[config.mk]
export PLATFORM = sky130hd
export DESIGN_NAME = mips_multicycle_control
export DESIGN_NICKNAME = d
export VERILOG_FILES = /design/src/rtl/mips_multicycle_control.sv
export SDC_FILE = /design/constraint.sdc
export NUM_CORES = 1
export LEC_CHECK = 0
export BUFFER_PORTS_ARGS = -buffer_cell sky130_fd_sc_hd__buf_2
export CAP_MARGIN = 10
export CORE_MARGIN = 3
export CORE_UTILIZATION = 50
export CTS_CLUSTER_DIAMETER = 30
export CTS_CLUSTER_SIZE = 24
export DETAILED_ROUTE_END_ITERATION = 10
export HOLD_SLACK_MARGIN = 0.02
export PLACE_DENSITY = 0.84
export SLEW_MARGIN = 10
export SYNTH_ARGS = -nofsm -noshare
export SYNTH_HDL_FRONTEND = slang
export SYNTH_SLANG_ARGS = --single-unit
[constraint.sdc]
create_clock -name clock -period 3.7 [get_ports clock]
set_clock_uncertainty 0.1 [all_clocks]
set_input_delay 0.555 -clock clock [delete_from_list [all_inputs] [get_ports clock]]
set_output_delay 0.555 -clock clock [all_outputs]
set_load 0.02 [all_outputs]
[src/rtl/mips_multicycle_control.sv]
// Multicycle MIPS sequencing FSM.
// Walks each instruction through fetch, decode and execute states so that one
// ALU and one unified memory port can be shared across cycles. Datapath
// strobes are decoded from the registered state. In FETCH, IRWrite and PCWrite
// also follow mem_ready in the same cycle. A retired-instruction counter
// advances on every retiring return to FETCH.
module mips_multicycle_control (
    input  logic        clock,
    input  logic        reset,
    input  logic [5:0]  opcode,
    input  logic        mem_ready,
    output logic        PCWrite,
    output logic        PCWriteCond,
    output logic        IorD,
    output logic        MemRead,
    output logic        MemWrite,
    output logic        IRWrite,
    output logic        MemtoReg,
    output logic        ALUSrcA,
    output logic        RegWrite,
    output logic        RegDst,
    output logic        BranchNe,
    output logic [1:0]  ALUSrcB,
    output logic [1:0]  PCSource,
    output logic [2:0]  ula_operation,
    output logic [3:0]  state,
    output logic        illegal_op,
    output logic [31:0] instr_count
);

    typedef enum logic [3:0] {
        S_FETCH     = 4'd0,
        S_DECODE    = 4'd1,
        S_MEM_ADDR  = 4'd2,
        S_MEM_READ  = 4'd3,
        S_MEM_WB    = 4'd4,
        S_MEM_WRITE = 4'd5,
        S_R_EXEC    = 4'd6,
        S_R_WB      = 4'd7,
        S_BRANCH    = 4'd8,
        S_JUMP      = 4'd9,
        S_ADDI_EXEC = 4'd10,
        S_ADDI_WB   = 4'd11
    } state_t;

    localparam logic [5:0] OP_R    = 6'b000000;
    localparam logic [5:0] OP_LW   = 6'b100011;
    localparam logic [5:0] OP_SW   = 6'b101011;
    localparam logic [5:0] OP_BEQ  = 6'b000100;
    localparam logic [5:0] OP_BNE  = 6'b000101;
    localparam logic [5:0] OP_ADDI = 6'b001000;
    localparam logic [5:0] OP_J    = 6'b000010;

    state_t      state_q;
    logic [5:0]  op_q;
    logic [31:0] instr_count_q;

    // Raw strobes before the reset gate.
    logic pc_write_s, pc_write_cond_s, mem_read_s, mem_write_s;
    logic ir_write_s, reg_write_s, illegal_s;

    // Sequencing: state transitions, opcode latch and retire counter.
    always_ff @(posedge clock or posedge reset) begin
        if (reset) begin
            state_q       <= S_FETCH;
            op_q          <= 6'd0;
            instr_count_q <= 32'd0;
        end else begin
            case (state_q)
                S_FETCH: begin
                    if (mem_ready) state_q <= S_DECODE;
                end
                S_DECODE: begin
                    op_q <= opcode;
                    case (opcode)
                        OP_LW, OP_SW:    state_q <= S_MEM_ADDR;
                        OP_R:            state_q <= S_R_EXEC;
                        OP_BEQ, OP_BNE:  state_q <= S_BRANCH;
                        OP_ADDI:         state_q <= S_ADDI_EXEC;
                        OP_J:            state_q <= S_JUMP;
                        default:         state_q <= S_FETCH;   // illegal: no retire
                    endcase
                end
                S_MEM_ADDR: begin
                    state_q <= (op_q == OP_SW) ? S_MEM_WRITE : S_MEM_READ;
                end
                S_MEM_READ: begin
                    if (mem_ready) state_q <= S_MEM_WB;
                end
                S_MEM_WRITE: begin
                    if (mem_ready) begin
                        state_q       <= S_FETCH;
                        instr_count_q <= instr_count_q + 32'd1;
                    end
                end
                S_R_EXEC:    state_q <= S_R_WB;
                S_ADDI_EXEC: state_q <= S_ADDI_WB;
                S_MEM_WB, S_R_WB, S_ADDI_WB, S_BRANCH, S_JUMP: begin
                    state_q       <= S_FETCH;
                    instr_count_q <= instr_count_q + 32'd1;
                end
                default: state_q <= S_FETCH;   // unused encodings recover silently
            endcase
        end
    end

    // Per-state output decode; anything not set for a state stays 0.
    always_comb begin
        pc_write_s      = 1'b0;
        pc_write_cond_s = 1'b0;
        mem_read_s      = 1'b0;
        mem_write_s     = 1'b0;
        ir_write_s      = 1'b0;
        reg_write_s     = 1'b0;
        illegal_s       = 1'b0;
        IorD            = 1'b0;
        MemtoReg        = 1'b0;
        ALUSrcA         = 1'b0;
        RegDst          = 1'b0;
        BranchNe        = 1'b0;
        ALUSrcB         = 2'b00;
        PCSource        = 2'b00;
        ula_operation   = 3'b000;
        case (state_q)
            S_FETCH: begin
                mem_read_s = 1'b1;
                ALUSrcB    = 2'b01;
                ir_write_s = mem_ready;
                pc_write_s = mem_ready;
            end
            S_DECODE: begin
                ALUSrcB = 2'b11;
                case (opcode)
                    OP_R, OP_LW, OP_SW, OP_BEQ, OP_BNE, OP_ADDI, OP_J: illegal_s = 1'b0;
                    default:                                           illegal_s = 1'b1;
                endcase
            end
            S_MEM_ADDR: begin
                ALUSrcA = 1'b1;
                ALUSrcB = 2'b10;
            end
            S_MEM_READ: begin
                mem_read_s = 1'b1;
                IorD       = 1'b1;
            end
            S_MEM_WB: begin
                reg_write_s = 1'b1;
                MemtoReg    = 1'b1;
            end
            S_MEM_WRITE: begin
                mem_write_s = 1'b1;
                IorD        = 1'b1;
            end
            S_R_EXEC: begin
                ALUSrcA       = 1'b1;
                ula_operation = 3'b010;
            end
            S_R_WB: begin
                reg_write_s = 1'b1;
                RegDst      = 1'b1;
            end
            S_BRANCH: begin
                ALUSrcA         = 1'b1;
                ula_operation   = 3'b001;
                pc_write_cond_s = 1'b1;
                PCSource        = 2'b01;
                BranchNe        = (op_q == OP_BNE);
            end
            S_JUMP: begin
                pc_write_s = 1'b1;
                PCSource   = 2'b10;
            end
            S_ADDI_EXEC: begin
                ALUSrcA = 1'b1;
                ALUSrcB = 2'b10;
            end
            S_ADDI_WB: begin
                reg_write_s = 1'b1;
            end
            default: begin
                pc_write_s = 1'b0;
            end
        endcase
    end

    // Strobes are gated by reset so that a mid-instruction write drops at once.
    assign PCWrite     = pc_write_s      & ~reset;
    assign PCWriteCond = pc_write_cond_s & ~reset;
    assign MemRead     = mem_read_s      & ~reset;
    assign MemWrite    = mem_write_s     & ~reset;
    assign IRWrite     = ir_write_s      & ~reset;
    assign RegWrite    = reg_write_s     & ~reset;
    assign illegal_op  = illegal_s       & ~reset;
    assign state       = state_q;
    assign instr_count = instr_count_q;

endmodule
==> impl_metrics.env <==
export IMPL_ys_seq_elements=42
export IMPL_ys_seq_area_frac=0.4690
export IMPL_fp_dieArea_sq_um=5321
export IMPL_power_frac_comb=0.353
export IMPL_crit_cells=4
export IMPL_synth_nets=229
export IMPL_antenna_found_initial=0
export IMPL_hold_buffers=0
export IMPL_final_antenna_net_count=0
export IMPL_synth_area_leaders="dfrtp_1, xnor2_1, nand3_1"
export IMPL_cp_arrival_ps=2190
export IMPL_min_period_ps=2846
export IMPL_synth_cell_types=45
export IMPL_synth_edf_count=0
export IMPL_swShare=0.3840
export IMPL_grt_pass1_wl_mm=8.093
export IMPL_drt_iter0_markers=99
export IMPL_grt_pass1_vias=1758
export IMPL_cp_top_family="simple AND/OR/NAND/NOR gates"
export IMPL_initial_core_util=0.5370
export IMPL_min_period_over_period=0.7693
export IMPL_cts_htree_levels=2
export IMPL_status="complete, no violations"
export IMPL_grt_ovfl_total=0
export IMPL_final_hold_violation_count=0
export IMPL_crit_path_end_kind="output port"
export IMPL_crit_buf_inv=1
export IMPL_grt_use_total=0.1876
export IMPL_leakage_nw=1.354
export IMPL_io_buffers=62
export IMPL_final_cell_count_no_fill=331
export IMPL_clkPwrFrac=0.222
export IMPL_clk_pin_slew_ps=80
export IMPL_cp_max_fo=18
export IMPL_yosysTopAreaCell="dfrtp_1"
export IMPL_fp_coreArea_sq_um=4173
export IMPL_wire_per_inst_um=14.02
export IMPL_maxSlewViolCount=0
export IMPL_reg2reg_to="instr_count[25]"
export IMPL_worstMarginPinSlew_ps=649.0
export IMPL_synth_cells=219
export IMPL_nFillCells=344
export IMPL_vias=1838
export IMPL_p_int_w=0.0009639
export IMPL_p_sw_w=0.0006010
export IMPL_pin_count=64
export IMPL_power_frac_seq=0.425
export IMPL_dpl_cell_count=323
export IMPL_crit_slowest_cell="dfrtp_1"
export IMPL_clk_path_buf_depth=2
export IMPL_wl_mm=4.640
export IMPL_fin_tns_setup_ps=0
export IMPL_ys_warn_count=0
export IMPL_syn_area_sq_um=2241
export IMPL_crit_type="reg2out"
export IMPL_relSlewSlack=0.5673
export IMPL_firstDrtPassIters=5
export IMPL_numClockSinks=42
export IMPL_hpwl_mm=3.453
export IMPL_yosys_area_top_type_share=0.4690
export IMPL_async_flop_share=1.000
export IMPL_fin_util=0.6429
export IMPL_clk_latency_ps=280
export IMPL_max_freq_ghz=0.3513
export IMPL_cts_root_buf="clkbuf_8"
export IMPL_rsz0062_at_grt="no"
export IMPL_hp_class="in2async"
export IMPL_die_h_um=72.95
export IMPL_via_per_inst=5.553
export IMPL_ir_drop_mv=0.2876
export IMPL_post_cts_buffers=0
export IMPL_r2r_start="state[2]"
export IMPL_grt_max_degree=43
export IMPL_nNetsFinal=290
export IMPL_syn_to_final_growth_pct=19.71
export IMPL_critPathLaunchType="flip-flop"
export IMPL_drive_gt1_frac=0.2954
export IMPL_die_w_um=72.95
export IMPL_drc=0
export IMPL_fin_hold_ws_ps=366.1
export IMPL_path_cells="nand2b_1, nor3_2, nor4bb_1, buf_2"
export IMPL_place_congestion=0.8197
export IMPL_rows=23
export IMPL_ff2ff_setup_slack_ps=1470
export IMPL_cts_made_buffers=5
export IMPL_tritoncts="built"
export IMPL_synthFlopType="dfrtp_1"
export IMPL_cts_resized=0
export IMPL_power_density_nw_per_um2=583.4
export IMPL_slowest_delay_ps=640
export IMPL_worstRegToRegCells=5
export IMPL_syn_avg_cell_area_sq_um=10.23
export IMPL_setup_viol=0
export IMPL_required_ps=3040
export IMPL_diodes=0
export IMPL_cap_violations=0
-- power groups by stage --
stage               sequential, W  clock [W]  combinational (W)
floorplan                0.000646          0           0.000436
global placement         0.000665          0           0.000550
detailed placement       0.000672          0           0.000557
CTS                      0.000662   0.000356           0.000560
global route             0.000689   0.000373           0.000606
finish                   0.000666   0.000347           0.000552
-- synthesized netlist by cell type (all sizes together), types with 2 or more instances --
| cell | instances |
|---|---|
| xor2 | 7 |
| mux2 | 6 |
| nand4 | 9 |
| inv | 6 |
| nor2 | 15 |
| nor4b | 2 |
| xnor2 | 25 |
| nor4bb | 2 |
| dfrtp | 42 |
| buf | 4 |
| nor2b | 2 |
| clkbuf | 5 |
| o211ai | 2 |
| a211oi | 3 |
| nor3 | 16 |
| and3 | 3 |
| nand3 | 15 |
| a21oi | 2 |
| nand2 | 19 |
| nor4 | 4 |
| nand2b | 4 |
| and4 | 6 |
| a31oi | 2 |
-- cell type report --
class | count | area (sq um) | area share
inverters | 6 | 22.52 | 0.008396
flip-flops and latches | 42 | 1051 | 0.3918
multi-input cells | 162 | 1122 | 0.4184
clock buffers | 7 | 76.32 | 0.02845
clock inverters | 1 | 30.03 | 0.01119
repair buffers | 63 | 317.8 | 0.1185
well taps | 50 | 62.56 | 0.02332
-- cells by family (layout without fill, tap and decap cells) --
group | Yosys count | in the layout | synth area share
and+or+nand+nor | 106 | 106 | 0.2864
DFF | 42 | 42 | 0.4690
xor gates and xnor gates | 32 | 32 | 0.1251
AOI/OAI and AO/OA | 16 | 16 | 0.05193
buffers and inverters | 15 | 77 | 0.03015
muxes | 6 | 6 | 0.03015
adders and majority gates | 1 | 1 | 0.005583
other | 1 | 1 | 0.001673
-- cells in the final DEF (no fill, tap or decap), types with 4 or more instances in the layout --
cell / n
nand2b_1: 4
nor2_1: 15
xor2_1: 7
nand4_1: 8
mux2_2: 6
nor4_1: 4
nor3_1: 12
buf_2: 62
inv_1: 6
nand2_1: 19
xnor2_1: 25
and4_1: 6
dfrtp_1: 42
nand3_1: 15
clkbuf_8: 5
-- worst register-to-register path, delay by kind of cell (launching register included) --
family | cells | cell delay, ps
simple gates | 4 | 1090
flops | 1 | 760
xor+xnor | 1 | 160
-- per-layer routing --
layer / share of wire / wire, um / vias to the layer above / GRT usage
met5: 0 / 0 / - / 0
met4: 0.0022 / 10 / 0 / 0.02459
met3: 0.041 / 189 / 2 / 0.03581
met2: 0.51 / 2367 / 37 / 0.3176
met1: 0.45 / 2073 / 901 / 0.2573
li1: - / - / 898 / -
-- flip-flops by register name (all words and copies together) (netlist names) --
signal / flops
instr_count: 32
op_q: 6
state: 4
-- worst max path at each step --
stage,from,end,slack [ps]
floorplan,mem_ready,PCWrite,980
global placement,state[0],illegal_op,1260
detailed placement,state[0],illegal_op,1190
CTS,state[0],illegal_op,880
global route,state[0],illegal_op,640
finish,state[0],illegal_op,850
-- metrics by stage --
step                setup slack (ps)  instance area (sq um)  power, W
floorplan                      977.8                   2241  0.001083
global placement                1255                   2576  0.001216
detailed placement              1194                   2576  0.001229
CTS                            875.8                   2683  0.001578
global route                   643.1                   2683  0.001668
finish                         853.7                   2683  0.001565
No activity file was read; power rests on OpenSTA's default activity.
